**config.mk**
```make
export PLATFORM = sky130hd
export DESIGN_NAME = four_way_phase_scheduler
export DESIGN_NICKNAME = d
export VERILOG_FILES = /design/src/rtl/four_way_phase_scheduler_pkg.sv /design/src/rtl/four_way_phase_scheduler_rr_arbiter4.sv /design/src/rtl/four_way_phase_scheduler.sv
export SDC_FILE = /design/constraint.sdc
export NUM_CORES = 1
export LEC_CHECK = 0
export BUFFER_PORTS_ARGS = -buffer_cell sky130_fd_sc_hd__buf_4
export CORE_AREA = 2 2 56 58
export CTS_CLUSTER_DIAMETER = 150
export CTS_CLUSTER_SIZE = 24
export DETAILED_ROUTE_END_ITERATION = 12
export DIE_AREA = 0 0 58 60
export MAX_ROUTING_LAYER = met4
export PLACE_DENSITY_LB_ADDON = 0.08
export SYNTH_ARGS = -nofsm -noshare
export SYNTH_HDL_FRONTEND = slang
export SYNTH_SLANG_ARGS = --single-unit
export TNS_END_PERCENT = 50
```
**constraint.sdc**
```tcl
create_clock -name clk -period 3.74 [get_ports clk]
set_clock_uncertainty 0.05 [all_clocks]
set_input_delay 0.374 -clock clk [delete_from_list [all_inputs] [get_ports clk]]
set_output_delay 0.374 -clock clk [all_outputs]
set_load 0.01 [all_outputs]
```
**src/rtl/four_way_phase_scheduler_pkg.sv**
```systemverilog
// Shared definitions for the four-way phase scheduler: light encodings, phase codes, approach indices.
// Phase codes widen to 3 bits when PED_PHASE_EN is defined.
package four_way_phase_scheduler_pkg;

  localparam logic [2:0] LIGHT_RED    = 3'b100;
  localparam logic [2:0] LIGHT_YELLOW = 3'b010;
  localparam logic [2:0] LIGHT_GREEN  = 3'b001;
  localparam logic [11:0] ALL_RED     = {4{LIGHT_RED}};

  typedef enum logic [1:0] {APP_N = 2'd0, APP_E = 2'd1, APP_S = 2'd2, APP_W = 2'd3} approach_e;

`ifdef PED_PHASE_EN
  localparam int PH_W = 3;
  typedef enum logic [PH_W-1:0] {
    PH_IDLE = 3'd0, PH_GREEN = 3'd1, PH_YELLOW = 3'd2, PH_ALLRED = 3'd3, PH_WALK = 3'd4
  } phase_e;
`else
  localparam int PH_W = 2;
  typedef enum logic [PH_W-1:0] {
    PH_IDLE = 2'd0, PH_GREEN = 2'd1, PH_YELLOW = 2'd2, PH_ALLRED = 2'd3
  } phase_e;
`endif

  // Only the granted approach can ever be non-red.
  function automatic logic [11:0] light_word(input phase_e ph, input logic [1:0] g);
    logic [11:0] w;
    w = ALL_RED;
    if (ph == PH_GREEN)
      w[3*g +: 3] = LIGHT_GREEN;
    else if (ph == PH_YELLOW)
      w[3*g +: 3] = LIGHT_YELLOW;
    return w;
  endfunction

endpackage

```
**src/rtl/four_way_phase_scheduler_rr_arbiter4.sv**
```systemverilog
// rr_arbiter4: combinational 4-way round-robin; search starts after 'last', 'last' itself is checked last.
module rr_arbiter4 (
  input  logic [3:0] req,
  input  logic [1:0] last,
  output logic [1:0] winner,
  output logic       any
);

  logic [1:0] idx;
  logic       found;

  always_comb begin
    winner = last;
    found  = 1'b0;
    idx    = last;
    for (int k = 1; k <= 4; k++) begin
      idx = last + 2'(k);
      if (!found && req[idx]) begin
        winner = idx;
        found  = 1'b1;
      end
    end
  end

  assign any = |req;

endmodule

```
**src/rtl/four_way_phase_scheduler.sv**
```systemverilog
// Four-approach traffic phase scheduler: round-robin green with min/max green, yellow and all-red clearance.
// Optional pedestrian walk phase enabled by defining PED_PHASE_EN.
module four_way_phase_scheduler
  import four_way_phase_scheduler_pkg::*;
#(
  parameter int MIN_GREEN = 10,
  parameter int MAX_GREEN = 25,
  parameter int YELLOW_T  = 5,
  parameter int ALLRED_T  = 2,
`ifdef PED_PHASE_EN
  parameter int PED_T     = 8,
`endif
  parameter int CNT_W     = 5
) (
  input  logic            clk,
  input  logic            rst_n,
  input  logic [3:0]      car_req,
`ifdef PED_PHASE_EN
  input  logic            ped_req,
  output logic            walk,
`endif
  output logic [11:0]     light,
  output logic [1:0]      grant,
  output logic [PH_W-1:0] phase,
  output logic            phase_done
);

  localparam logic [CNT_W-1:0] MIN_M1 = CNT_W'(MIN_GREEN - 1);
  localparam logic [CNT_W-1:0] MAX_M1 = CNT_W'(MAX_GREEN - 1);
  localparam logic [CNT_W-1:0] YEL_M1 = CNT_W'(YELLOW_T - 1);
  localparam logic [CNT_W-1:0] AR_M1  = CNT_W'(ALLRED_T - 1);

  phase_e           ph_q, nxt_ph;
  logic [CNT_W-1:0] cnt_q, nxt_cnt;
  logic [1:0]       nxt_grant, arb_winner;
  logic             arb_any;
  logic [11:0]      nxt_light;
  logic             nxt_done;
  logic [3:0]       others;
  logic             green_exit;

  rr_arbiter4 u_arb (
    .req    (car_req),
    .last   (grant),
    .winner (arb_winner),
    .any    (arb_any)
  );

  assign others     = car_req & ~(4'b0001 << grant);
  assign green_exit = (cnt_q >= MIN_M1) && (others != 4'b0000) &&
                      (!car_req[grant] || (cnt_q == MAX_M1));
  assign phase      = ph_q;

`ifdef PED_PHASE_EN
  localparam logic [CNT_W-1:0] PED_M1 = CNT_W'(PED_T - 1);
  logic ped_pending, ped_go, nxt_walk;
  assign ped_go   = ped_pending | ped_req;
  assign nxt_walk = (nxt_ph == PH_WALK);
`endif

  always_ff @(posedge clk) begin
    if (!rst_n) begin
      ph_q       <= PH_IDLE;
      cnt_q      <= '0;
      grant      <= APP_W;
      light      <= ALL_RED;
      phase_done <= 1'b0;
`ifdef PED_PHASE_EN
      walk        <= 1'b0;
      ped_pending <= 1'b0;
`endif
    end else begin
      ph_q       <= nxt_ph;
      cnt_q      <= nxt_cnt;
      grant      <= nxt_grant;
      light      <= nxt_light;
      phase_done <= nxt_done;
`ifdef PED_PHASE_EN
      walk        <= nxt_walk;
      ped_pending <= ped_go & ~(nxt_walk && (ph_q != PH_WALK));
`endif
    end
  end

  always_comb begin
    nxt_ph    = ph_q;
    nxt_cnt   = cnt_q;
    nxt_grant = grant;
    case (ph_q)
      PH_IDLE: begin
`ifdef PED_PHASE_EN
        if (ped_go) begin
          nxt_ph  = PH_WALK;
          nxt_cnt = '0;
        end else
`endif
        if (arb_any) begin
          nxt_ph    = PH_GREEN;
          nxt_grant = arb_winner;
          nxt_cnt   = '0;
        end
      end
      PH_GREEN: begin
        if (green_exit) begin
          nxt_ph  = PH_YELLOW;
          nxt_cnt = '0;
        end else if (cnt_q != MAX_M1) begin
          nxt_cnt = cnt_q + 1'b1;
        end
      end
      PH_YELLOW: begin
        if (cnt_q == YEL_M1) begin
          nxt_ph  = PH_ALLRED;
          nxt_cnt = '0;
        end else begin
          nxt_cnt = cnt_q + 1'b1;
        end
      end
      PH_ALLRED: begin
        if (cnt_q == AR_M1) begin
          nxt_cnt = '0;
`ifdef PED_PHASE_EN
          if (ped_go)
            nxt_ph = PH_WALK;
          else
`endif
          if (arb_any) begin
            nxt_ph    = PH_GREEN;
            nxt_grant = arb_winner;
          end else begin
            nxt_ph = PH_IDLE;
          end
        end else begin
          nxt_cnt = cnt_q + 1'b1;
        end
      end
`ifdef PED_PHASE_EN
      PH_WALK: begin
        if (cnt_q == PED_M1) begin
          nxt_ph  = PH_ALLRED;
          nxt_cnt = '0;
        end else begin
          nxt_cnt = cnt_q + 1'b1;
        end
      end
`endif
      default: begin
        nxt_ph  = PH_IDLE;
        nxt_cnt = '0;
      end
    endcase
  end

  // phase_done is raised on entry to the final all-red cycle so it is high during that cycle.
  always_comb begin
    nxt_light = light_word(nxt_ph, nxt_grant);
    nxt_done  = (nxt_ph == PH_ALLRED) && (nxt_cnt == AR_M1);
  end

endmodule

```
# Yosys cells after proc, flatten, opt, wreduce, memory -nomap -nowiden
# Cells that the tools add are included.
[word_totals]
regBits = 22
in_bits = 6
wordCells = 84
[op_classes]
add_sub_neg = 5
n_mul = 1
magnitude_cmp = 5
n_eq_ne = 11
shifts = 4
mux = 32
bitwise = 7
n_reduce_logical = 14
[op_table]
columns = ["cell", "count"]
rows = [
  ["3-bit by 34-bit indexed part select with 12-bit output, first input constant", 2],
  ["4-bit negator with 34-bit output", 1],
  ["3-bit by 34-bit variable shift with 12-bit output, first input constant", 1],
  ["5-bit 2-to-1 mux", 5],
  ["12-bit 2-to-1 mux", 2],
  ["2-bit 2-to-1 mux", 10],
  ["5-bit one-hot mux with 4 select lines", 1],
  ["8-bit AND", 2],
  ["2-bit by 3-bit < comparator with 1-bit output, second input constant", 4],
  ["5-bit by 1-bit equality test with 1-bit output, second input constant", 2],
  ["1-bit binary-select mux with 2-bit select", 4],
  ["2-bit equality test, second input constant", 4],
  ["1-bit 2-to-1 mux", 8],
  ["4-bit NOT", 2],
  ["4-bit bitwise OR", 2],
  ["2-bit one-hot mux with 4 select lines", 1],
  ["1-bit logical AND", 6],
  ["5-bit by 1-bit adder with 5-bit output, second input constant", 1],
  ["5-bit by 3-bit equality test with 1-bit output, second input constant", 1],
  ["5-bit equality test, second input constant", 1],
  ["5-bit by 4-bit >= comparator with 1-bit output, second input constant", 1],
  ["5-bit inequality test, second input constant", 1],
  ["2-bit adder, second input constant", 2],
  ["4-bit AND", 1],
  ["other kinds (10)", 14],
]

# Longest topological paths before layout
# Gate-level depths: netlist (run 1).
[logic_depth]
word_depth = 23
mapped_depth = 10
mapped_depth_nobuf = 8

# Hierarchy
# Synthesis (run 1) repeated with hierarchy kept, for this count alone.
[hier_totals]
hier_cells = 175
area_unflattened_um2 = 1540.2
[by_module_without_submodules]
columns = ["mod", "n_inst", "cells_each", "area_each_um2", "seq_area_each_um2"]
rows = [
  ["four_way_phase_scheduler", 1, 161, 1467.7, 440.4],
  ["rr_arbiter4", 1, 14, 72.6, 0.0],
]

# Worst setup path after synthesis (run 1)
# Ideal clock, no wire load.
[synth_path]
kind = "register to register"
start = "register grant[0]"
end = "register light[3]"
setup_time_ps = 115
t_arrival_ps = 2555
required_ps = 3575
path_slack_ps = 1020
stages_incl_launch_ff = 10
path_buffers = 1
synth_period_minus_slack_ps = 2720
path_cell_list = "dfxtp_1 clkbuf_1 inv_1 ha_1 mux4_2 nand2b_1 a21o_1 a22oi_1 nor2_1 and2_1"
[synth_between]
elab_chain_len = 22
[synth_lines]
columns = ["element", "line", "source"]
rows = [
  ["from (decl)", "four_way_phase_scheduler.sv:23", "output logic [1:0] grant,"],
  ["from (signal assigned)", "four_way_phase_scheduler.sv:75", "grant <= nxt_grant;"],
  ["2-bit by 1-bit adder with 2-bit output", "four_way_phase_scheduler_rr_arbiter4.sv:17", "idx = last + 2'(k);"],
  ["1-bit binary-select mux with 2-bit select", "four_way_phase_scheduler_rr_arbiter4.sv:18", "if (!found && req[idx]) begin"],
  ["1-bit 2-to-1 mux (implied by the code)", "four_way_phase_scheduler_rr_arbiter4.sv:18", ""],
  ["1-bit 2-to-1 mux", "four_way_phase_scheduler_rr_arbiter4.sv:18", ""],
  ["1-bit logical NOT", "four_way_phase_scheduler_rr_arbiter4.sv:18", ""],
  ["1-bit logical AND", "four_way_phase_scheduler_rr_arbiter4.sv:18", ""],
  ["1-bit 2-to-1 mux", "four_way_phase_scheduler_rr_arbiter4.sv:18", ""],
  ["1-bit logical NOT", "four_way_phase_scheduler_rr_arbiter4.sv:18", ""],
  ["(+6 left out)", "-", ""],
  ["2-bit 2-to-1 mux", "four_way_phase_scheduler.sv:120", "if (cnt_q == AR_M1) begin"],
  ["2-bit one-hot mux with 2 select lines", "four_way_phase_scheduler.sv:89", "case (ph_q)"],
  ["2-bit by 2-bit multiplier with 4-bit output", "four_way_phase_scheduler_pkg.sv:29, four_way_phase_scheduler_pkg.sv:31", ""],
  ["4-bit negator with 34-bit output", "four_way_phase_scheduler_pkg.sv:29, four_way_phase_scheduler_pkg.sv:31", ""],
  ["3-bit by 34-bit indexed part select with 12-bit output or 3-bit by 34-bit variable shift with 12-bit output (tied branches)", "four_way_phase_scheduler_pkg.sv:31, four_way_phase_scheduler_pkg.sv:29", ""],
  ["8-bit AND (no line)", "-", ""],
  ["12-bit 2-to-1 mux", "four_way_phase_scheduler_pkg.sv:30", "else if (ph == PH_YELLOW)"],
  ["12-bit 2-to-1 mux *", "four_way_phase_scheduler_pkg.sv:28", "if (ph == PH_GREEN)"],
  ["to (signal assigned)", "four_way_phase_scheduler.sv:76", "light <= nxt_light;"],
  ["to (decl)", "four_way_phase_scheduler.sv:22", "output logic [11:0] light,"],
]
# Mark *: on every way between the ends. The rest lies on a longest branch, timed or not. The select of a mux whose other input is x is not followed.
# A chain may end at the register's enable or synchronous reset.

# Worst setup path in the final report (run 1)
# Ends and elaborated chain as after synthesis.

==> impl_metrics.toml, run 1 <==
[status]
status = "completed"

[timing]
hold_violations = 0
worst_pin_slew_ps = 768
finalSetupViolations = 0
tns_ps = 0
min_period_over_period = 0.760
finalMaxSlewViolations = 0
slew-limit-headroom = 0.483
rsz0062_at_grt = "false"
fmax_ghz = 0.352
period_needed_ps = 2840
setup_slack_ps = 899

[die]
ios = 23
die_area_sq_um = 3480
die_h_um = 60
row_count = 20
die_w_um = 58
core-area_sq_um = 2900
start_util = 0.529

[power]
p_comb_frac = 0.314
leakagePower_nw = 0.753
clkPwrFrac = 0.269
p_int_w = 0.000460
p_sw_w = 0.000198
p_seq_frac = 0.417
p_per_area_nw_per_um2 = 377
p_sw_frac = 0.301
finalPower_w = 0.000657
ir_drop_uv = 235

[synth]
synth_top_area_frac = 0.287
ys_warn_count = 0
synth_fa_ha_area_frac = 0.0896
synth-edff-count = 0
synth_xor_area_frac = 0.0114
netlist_top_cells_area = "dfxtp_1 (29%), ha_1 (9.0%), mux4_2 (4.4%), nand2_1 (3.9%), o21ai_0 (3.3%)"
synth_top_area_cell = "dfxtp_1"
synth_commonest_cells = "dfxtp_1 (22), nand2_1 (16), nor2_1 (13)"
async_flop_share = 0
synth_seq_cells = 22
synth_mux_area_frac = 0.0505
synth_ff_type = "dfxtp_1"
synth_nets = 201
synthSimpleGateAreaFrac = 0.252
yosysUniqueCellTypes = 57
syn_inst = 184
seq_area_frac_synth = 0.287
avgSynthCellArea_sq_um = 8.35
yosysMostFrequentCell = "dfxtp_1"
synth_top_family_by_area = "compound AO/OA/AOI/OAI gates"
synth_area_sq_um = 1540
synth_compound_area_frac = 0.252

[placed_design]
portBuffers = 22
place_area_sq_um = 1690
dp_slack_ps = 906
hpwl_um = 2570
gp_congestion = 0.956

[drt]
vias = 1408
ant_nets = 0
vias_per_cell = 6.07
wirelength_um = 3330
drc = 0
drt-initial-drc-count = 62
routedWlPerCell_um = 14.3
drtPass1Iterations = 4

[global_routing]
grtUsageTotal = 0.225
antenna_found_initial = 0
grt_max_degree = 17
grt_pass1_vias = 1362
overflow = 0
grt_pass1_wl_um = 5970

[critical_path]
critPathLaunchType = "register"
cp_slowest_stage_delay_ps = 700
crit_chain = "inv_1, ha_1, mux4_2, nand2b_1, a21o_1, a22oi_1, nor2_1, and2_1"
path_delay_family = "flip-flops"
path_class = "register to register"
worst_setup_path_end_kind = "register"
reg2reg_to = "light[3]$_SDFF_PN0_"
ff2ff_setup_slack_ps = 900
rr_startpoint = "grant[0]$_SDFF_PN1_"
arrival_ps = 3000
cp_slowest_cell = "dfxtp_1"
r2r_cells = 8
cp_max_fo = 16
crit_required_ps = 3900
cp_num_buf_inv = 1

[clocking]
cts_max_level = 1
cts.sinks = 22
clkTransAtPathRegs_ps = 120
clock_latency_ps = 300
cts_buffers = 3
post_cts_resized = 0
cts_setup_buffers = 0
clockBufferDepth = 2
cts_tree = "done"
cts_hold_buf = 0
cts_root_buf = "clkbuf_4"

[cells_and_area]
drive_gt1_frac = 0.191
final_area_sq_um = 1740
area_delta_synth_final_pct = 13.5
nNetsFinal = 217
n_fill_cell = 271
diodes = 0

[worst_hold_path]
hp-class = "primary input to register"
min_to = "grant[0]$_SDFF_PN1_"
hold_start = "rst_n"
min_path_cells = 2

[flow_run]
cap_violations = 0
power groups by stage:
stage | sequential, W | clock (W) | combinational [W]
after global placement | 0.000278 | 0 | 0.000204
after global routing | 0.000278 | 0.000187 | 0.000235
after floorplan | 0.000277 | 0 | 0.000149
final | 0.000274 | 0.000177 | 0.000207
after detailed placement | 0.000280 | 0 | 0.000207
after CTS | 0.000274 | 0.000178 | 0.000207
cells by family (layout without fill, tap and decap cells):
family / Yosys count / in the layout
simple gates: 70 / 70
compound gates: 54 / 54
flops: 22 / 22
buf+inv: 21 / 36
fa+ha+maj: 11 / 11
mux: 4 / 4
xor+xnor: 2 / 2
worst register-to-register path, delay by kind of cell (launching register included):
| family | cells | cell delay, ps |
|---|---|---|
| and+or+nand+nor | 3 | 470 |
| adders and majority gates | 1 | 370 |
| DFF | 1 | 700 |
| buffers and inverters | 1 | 190 |
| AOI/OAI and AO/OA | 2 | 480 |
| muxes | 1 | 490 |
flip-flops by register name (all words and copies together), names as in the netlist:
register and flops:
phase 2, phase_done 1, grant 2, light 12, cnt_q 5
final cells by class:
cell class | count | area [sq um] | area share
clock inverter | 1 | 30.0 | 0.0172
tap | 33 | 41.3 | 0.0237
sequential | 22 | 440 | 0.253
multi-input combinational | 141 | 1010 | 0.577
inverter | 10 | 37.5 | 0.0215
timing repair buffer | 22 | 165 | 0.0947
clock buffer | 3 | 22.5 | 0.0129
cell usage in the layout, fill, tap and decap left out, types with 3 or more instances in the layout:
master / n
and2_1: 7
o21ai_0: 10
mux4_2: 3
inv_1: 10
nand3_1: 4
nor2b_1: 3
nand2_1: 16
buf_4: 22
o211ai_1: 3
clkbuf_4: 3
nand2b_1: 7
a31oi_1: 3
and3_1: 6
dfxtp_1: 22
a21oi_1: 9
nor2_1: 13
ha_1: 11
metrics by stage:
| step | cells | hold slack [ps] | util |
|---|---|---|---|
| 6_report | 232 | 213 | 0.601 |
| 5_1_grt | 232 | 203 | 0.601 |
| 4_1_cts | 232 | 209 | 0.601 |
| 3_5_place_dp | 228 | 520 | 0.583 |
| 3_3_place_gp | 228 | 507 | 0.583 |
| 2_1_floorplan | 184 | 386 | - |
per-layer routing:
layer | vias to the layer above | part of all wire | GRT usage
met3 | 2 | 0.022 | 0.0281
met5 | - | 0 | -
met4 | 0 | 0.0039 | 0.0532
li1 | 707 | - | -
met2 | 20 | 0.52 | 0.398
met1 | 679 | 0.46 | 0.274
how the worst max path moves through the flow:
stage | from | endpoint | slack [ps] | cells after the start
6_report | grant[0]$_SDFF_PN1_ | light[3]$_SDFF_PN0_ | 900 | 8
4_1_cts | grant[0]$_SDFF_PN1_ | light[3]$_SDFF_PN0_ | 900 | 8
2_1_floorplan | grant[0]$_SDFF_PN1_ | light[3]$_SDFF_PN0_ | 1020 | 9
3_3_place_gp | grant[0]$_SDFF_PN1_ | light[3]$_SDFF_PN0_ | 1000 | 8
5_1_grt | grant[0]$_SDFF_PN1_ | light[4]$_SDFF_PN0_ | 640 | 8
3_5_place_dp | grant[0]$_SDFF_PN1_ | light[4]$_SDFF_PN0_ | 910 | 8
Power figures use the tool's default switching activity.
==> run 2: changes to the inputs <==
Clock period 3.74 ns to 2.8 ns, I/O delays scaled along.
==> impl_metrics.toml, run 2 (synthesized netlist as in run 1, its figures left out) <==
[critical_path]
cp_num_buf_inv = 0
setup.worst_path.start = "cnt_q[0]$_SDFF_PN0_"
reg2reg_to = "phase_done$_SDFF_PN0_"
worst_setup_path_end_kind = "register"
r2r_cells = 6
critPathLaunchType = "register"
cp_slowest_cell = "a222oi_1"
crit_path_end = "phase_done$_SDFF_PN0_"
crit_chain = "ha_1, or4b_4, a222oi_1, a211oi_1, o31ai_1, and4_1"
path_delay_family = "compound AO/OA/AOI/OAI gates"
cp.depth = 6
ff2ff_setup_slack_ps = 280
arrival_ps = 2730
rr_startpoint = "cnt_q[0]$_SDFF_PN0_"
cp_slowest_stage_delay_ps = 580
crit_required_ps = 3010
path_class = "register to register"
cp_max_fo = 7

[global_routing]
grtUsageTotal = 0.226
overflow = 0
grt_pass1_vias = 1401
grt_max_degree = 16
antenna_found_initial = 0
grt_pass1_wl_um = 5970

[clocking]
clock_latency_ps = 310
cts_max_level = 1
clockBufferDepth = 2
cts.sinks = 22
cts_tree = "done"
cts_root_buf = "clkbuf_4"
post_cts_resized = 0
cts_hold_buf = 0
cts_buffers = 3
clkTransAtPathRegs_ps = 120
cts_setup_buffers = 0

[die]
die_h_um = 60
core-area_sq_um = 2900
die_area_sq_um = 3480
ios = 23
die_w_um = 58
start_util = 0.529
row_count = 20

[timing]
holdWs_ps = 99.4
slew-limit-headroom = 0.624
finalMaxSlewViolations = 0
hold_violations = 0
finalSetupViolations = 0
rsz0062_at_grt = "false"
fmax_ghz = 0.397
min_period_over_period = 0.900
period_needed_ps = 2520
worst_pin_slew_ps = 565
tns_ps = 0

[drt]
routedWlPerCell_um = 15.4
drt-initial-drc-count = 99
ant_nets = 0
wl_met2_um = 1870
drc = 0
vias = 1470
vias_per_cell = 6.23
drt-met1-wl_um = 1510
drtPass1Iterations = 4
wl_met3_um = 179
routed.top_layer = "met4"
wirelength_um = 3640

[cells_and_area]
diodes = 0
largestRegisters = "light x12, cnt_q x5"
drive_gt1_frac = 0.207
area_delta_synth_final_pct = 15.5
n_fill_cell = 272
nNetsFinal = 221
final_common_cell = "buf_4"
regMostFlops = "light"
largest_register_ff_count = 12
mostFrequentLayoutCells = "buf_4 (26), dfxtp_1 (22), nand2_1 (16)"

[flow_run]
cap_violations = 0

[placed_design]
hpwl_um = 2780
portBuffers = 22
gp_congestion = 0.960

[power]
leakagePower_nw = 0.773
ir_drop_uv = 322
p_per_area_nw_per_um2 = 507

[worst_hold_path]
hp-class = "primary input to register"

[status]
status = "completed"
## run 2: changes by cell type in the layout (fill, tap and decap cells not counted), sizes merged
cell | previous run | this run
buf | 22 | 26
## run 2: metrics by stage
stage                     setup slack [ps]  area [sq um]   util  total power (W)  instances
final                                  279          1770  0.611         0.000900        236
after global routing                  48.4          1770  0.611         0.000947        236
after CTS                              308          1770  0.611         0.000902        236
after detailed placement               352          1720  0.593         0.000663        232
after global placement                 412          1720  0.593         0.000652        232
after floorplan                       79.7          1540      -         0.000568        184
## run 2: worst min-delay path by stage
stage	from	to	slack, ps	cells after the start
after global placement	rst_n	grant[0]$_SDFF_PN1_	430	2
after global routing	rst_n	grant[0]$_SDFF_PN1_	110	2
after detailed placement	rst_n	grant[0]$_SDFF_PN1_	440	2
after CTS	rst_n	grant[0]$_SDFF_PN1_	90	2
final	rst_n	grant[0]$_SDFF_PN1_	100	2
after floorplan	rst_n	grant[0]$_SDFF_PN1_	290	1
## run 2: final cells by class
| type | instances | area, sq um | share of cell area |
|---|---|---|---|
| repair buffers | 26 | 195 | 0.110 |
| well taps | 33 | 41.3 | 0.0233 |
| flip-flops and latches | 22 | 440 | 0.248 |
| clock buffers | 3 | 22.5 | 0.0127 |
| multi-input cells | 141 | 1010 | 0.568 |
| inverters | 10 | 37.5 | 0.0212 |
| clock inverters | 1 | 30.0 | 0.0169 |
## run 2: routing by layer
layer  track usage  vias up
li1              -      710
met1         0.266      701
met2         0.390       48
met3        0.0281       11
met4        0.0930        0
met5             -        -
## run 2: report_power, final
| group | internal (W) | switching (W) | leakage (nW) |
|---|---|---|---|
| sequential | 0.000336 | 0.0000105 | 0.179 |
| clock | 0.000145 | 0.0000965 | 0.0279 |
| combinational | 0.000142 | 0.000170 | 0.566 |
==> run 3: changes to the inputs <==
Settings changed: SETUP_SLACK_MARGIN set to 0.4.
==> impl_metrics.toml, run 3 (synthesized netlist as in run 1, its figures left out) <==
[status]
status = "completed"

[drt]
drt-initial-drc-count = 82
vias = 1481
drtPass1Iterations = 4
routedWlPerCell_um = 15.0
wirelength_um = 3590
drc = 0
ant_nets = 0
vias_per_cell = 6.17

[clocking]
cts.sinks = 22
cts_tree = "done"
cts_hold_buf = 0
clockBufferDepth = 2
cts_root_buf = "clkbuf_4"
clkTransAtPathRegs_ps = 120
cts_max_level = 1
cts_buffers = 3
clock_latency_ps = 300

[global_routing]
overflow = 0
antenna_found_initial = 0
grt_pass1_vias = 1343
grt_pass1_wl_um = 5960
grt_max_degree = 16
grtUsageTotal = 0.227

[power]
leakagePower_nw = 0.801
ir_drop_uv = 435
p_per_area_nw_per_um2 = 492
p_comb_frac = 0.363
p_sw_w = 0.000277
p_seq_frac = 0.382
clkPwrFrac = 0.256
p_sw_frac = 0.302
p_int_w = 0.000641

[worst_hold_path]
hold_start = "rst_n"
min_path_cells = 2
hp-class = "primary input to register"
min_to = "grant[0]$_SDFF_PN1_"

[placed_design]
portBuffers = 22
hpwl_um = 2570
dp_slack_ps = 238
dp.cells = 230
gp_congestion = 0.859

[cells_and_area]
stdcell_count = 240
drive_gt1_frac = 0.285
final_common_cell = "buf_4"
nNetsFinal = 225
regArea_sq_um = 453
largestRegisters = "light x12, cnt_q x5"
multi_input_area_sq_um = 1060
area_delta_synth_final_pct = 21.5
largest_register_ff_count = 12
diodes = 0
regMostFlops = "light"
mostFrequentLayoutCells = "buf_4 (30), dfxtp_1 (18), nand2_1 (16)"
n_fill_cell = 262

[die]
row_count = 20
start_util = 0.529
die_w_um = 58
die_area_sq_um = 3480
ios = 23
core-area_sq_um = 2900
die_h_um = 60

[critical_path]
crit_chain = "buf_4, mux4_2, a222oi_1, buf_4, a211oi_1, o31ai_1, and4_1"
crit_path_frequent_cell = "buf_4"
cp_slowest_stage_delay_ps = 560
rr_startpoint = "grant[0]$_SDFF_PN1_"
worst_setup_path_end_kind = "register"
crit_required_ps = 3000
r2r_cells = 7
cp_slowest_cell = "mux4_2"
path_delay_family = "compound AO/OA/AOI/OAI gates"
critPathLaunchType = "register"
arrival_ps = 2510
cp_max_fo = 15
ff2ff_setup_slack_ps = 480
path_class = "register to register"
reg2reg_to = "phase_done$_SDFF_PN0_"
cp_num_buf_inv = 2

[timing]
finalMaxSlewViolations = 0
rsz0062_at_grt = "true"
setup_slack_ps = 484
worst_pin_slew_ps = 463
slew-limit-headroom = 0.691
finalSetupViolations = 0
tns_ps = 0
hold_violations = 0
fmax_ghz = 0.432
period_needed_ps = 2320
min_period_over_period = 0.827

[flow_run]
cap_violations = 0
## run 3: changes by cell type in the layout (fill, tap and decap cells not counted), sizes merged
cell | before | now
buf | 26 | 30
## run 3: cell type report
| class | instances | share of cell area |
|---|---|---|
| Multi-Input combinational cell | 141 | 0.566 |
| Sequential cell | 22 | 0.243 |
| Timing Repair Buffer | 30 | 0.121 |
| Tap cell | 33 | 0.0221 |
| Inverter | 10 | 0.0201 |
| Clock inverter | 1 | 0.0161 |
| Clock buffer | 3 | 0.0121 |
## run 3: metrics by stage
stage / utilization / instance area (sq um) / hold slack (ps) / total power [W]
4_1_cts: 0.618 / 1790 / 96.9 / 0.000902
5_1_grt: 0.643 / 1870 / 89.0 / 0.000979
3_5_place_dp: 0.591 / 1710 / 437 / 0.000655
3_3_place_gp: 0.591 / 1710 / 435 / 0.000649
6_report: 0.643 / 1870 / 105 / 0.000919
2_1_floorplan: - / 1560 / 292 / 0.000579
## run 3: power by group through the flow
stage	clock network, W	logic (W)	registers [W]
6_report	0.000235	0.000333	0.000351
5_1_grt	0.000253	0.000373	0.000353
4_1_cts	0.000241	0.000311	0.000350
3_5_place_dp	0	0.000280	0.000374
3_3_place_gp	0	0.000276	0.000374
2_1_floorplan	0	0.000208	0.000371
## run 3: layer usage
layer | vias to the layer above | track usage | part of all wire | routed length [um]
li1 | 721 | - | - | -
met5 | - | - | 0 | 0
met3 | 8 | 0.0433 | 0.048 | 173
met2 | 40 | 0.394 | 0.52 | 1880
met4 | 0 | 0.0698 | 0.018 | 63
met1 | 712 | 0.266 | 0.41 | 1470
## run 3: how the worst max path moves through the flow
stage / start / to / slack (ps) / depth (start not counted)
CTS: cnt_q[0]$_SDFF_PN0_ / light[7]$_SDFF_PN0_ / 450 / 7
global route: phase[0]$_SDFF_PN0_ / light[3]$_SDFF_PN0_ / 340 / 7
detailed placement: grant[0]$_SDFF_PN1_ / light[4]$_SDFF_PN0_ / 240 / 8
finish: grant[0]$_SDFF_PN1_ / phase_done$_SDFF_PN0_ / 480 / 7
global placement: grant[0]$_SDFF_PN1_ / light[3]$_SDFF_PN0_ / 330 / 8
floorplan: grant[0]$_SDFF_PN1_ / light[3]$_SDFF_PN0_ / 410 / 9
## run 3: timing repair
action	4_1_cts	5_1_grt
pin swaps	1	3
endpoints found under the hold margin	0	0
buffers inserted	3	3
resized for setup	2	12
setup endpoints to repair	14	15
## run 3: worst register-to-register path, cell delays in order (launching register included)
cell	delay, ps
dfxtp_4	370
buf_4	210
mux4_2	560
a222oi_1	350
buf_4	200
a211oi_1	80
o31ai_1	240
and4_1	210
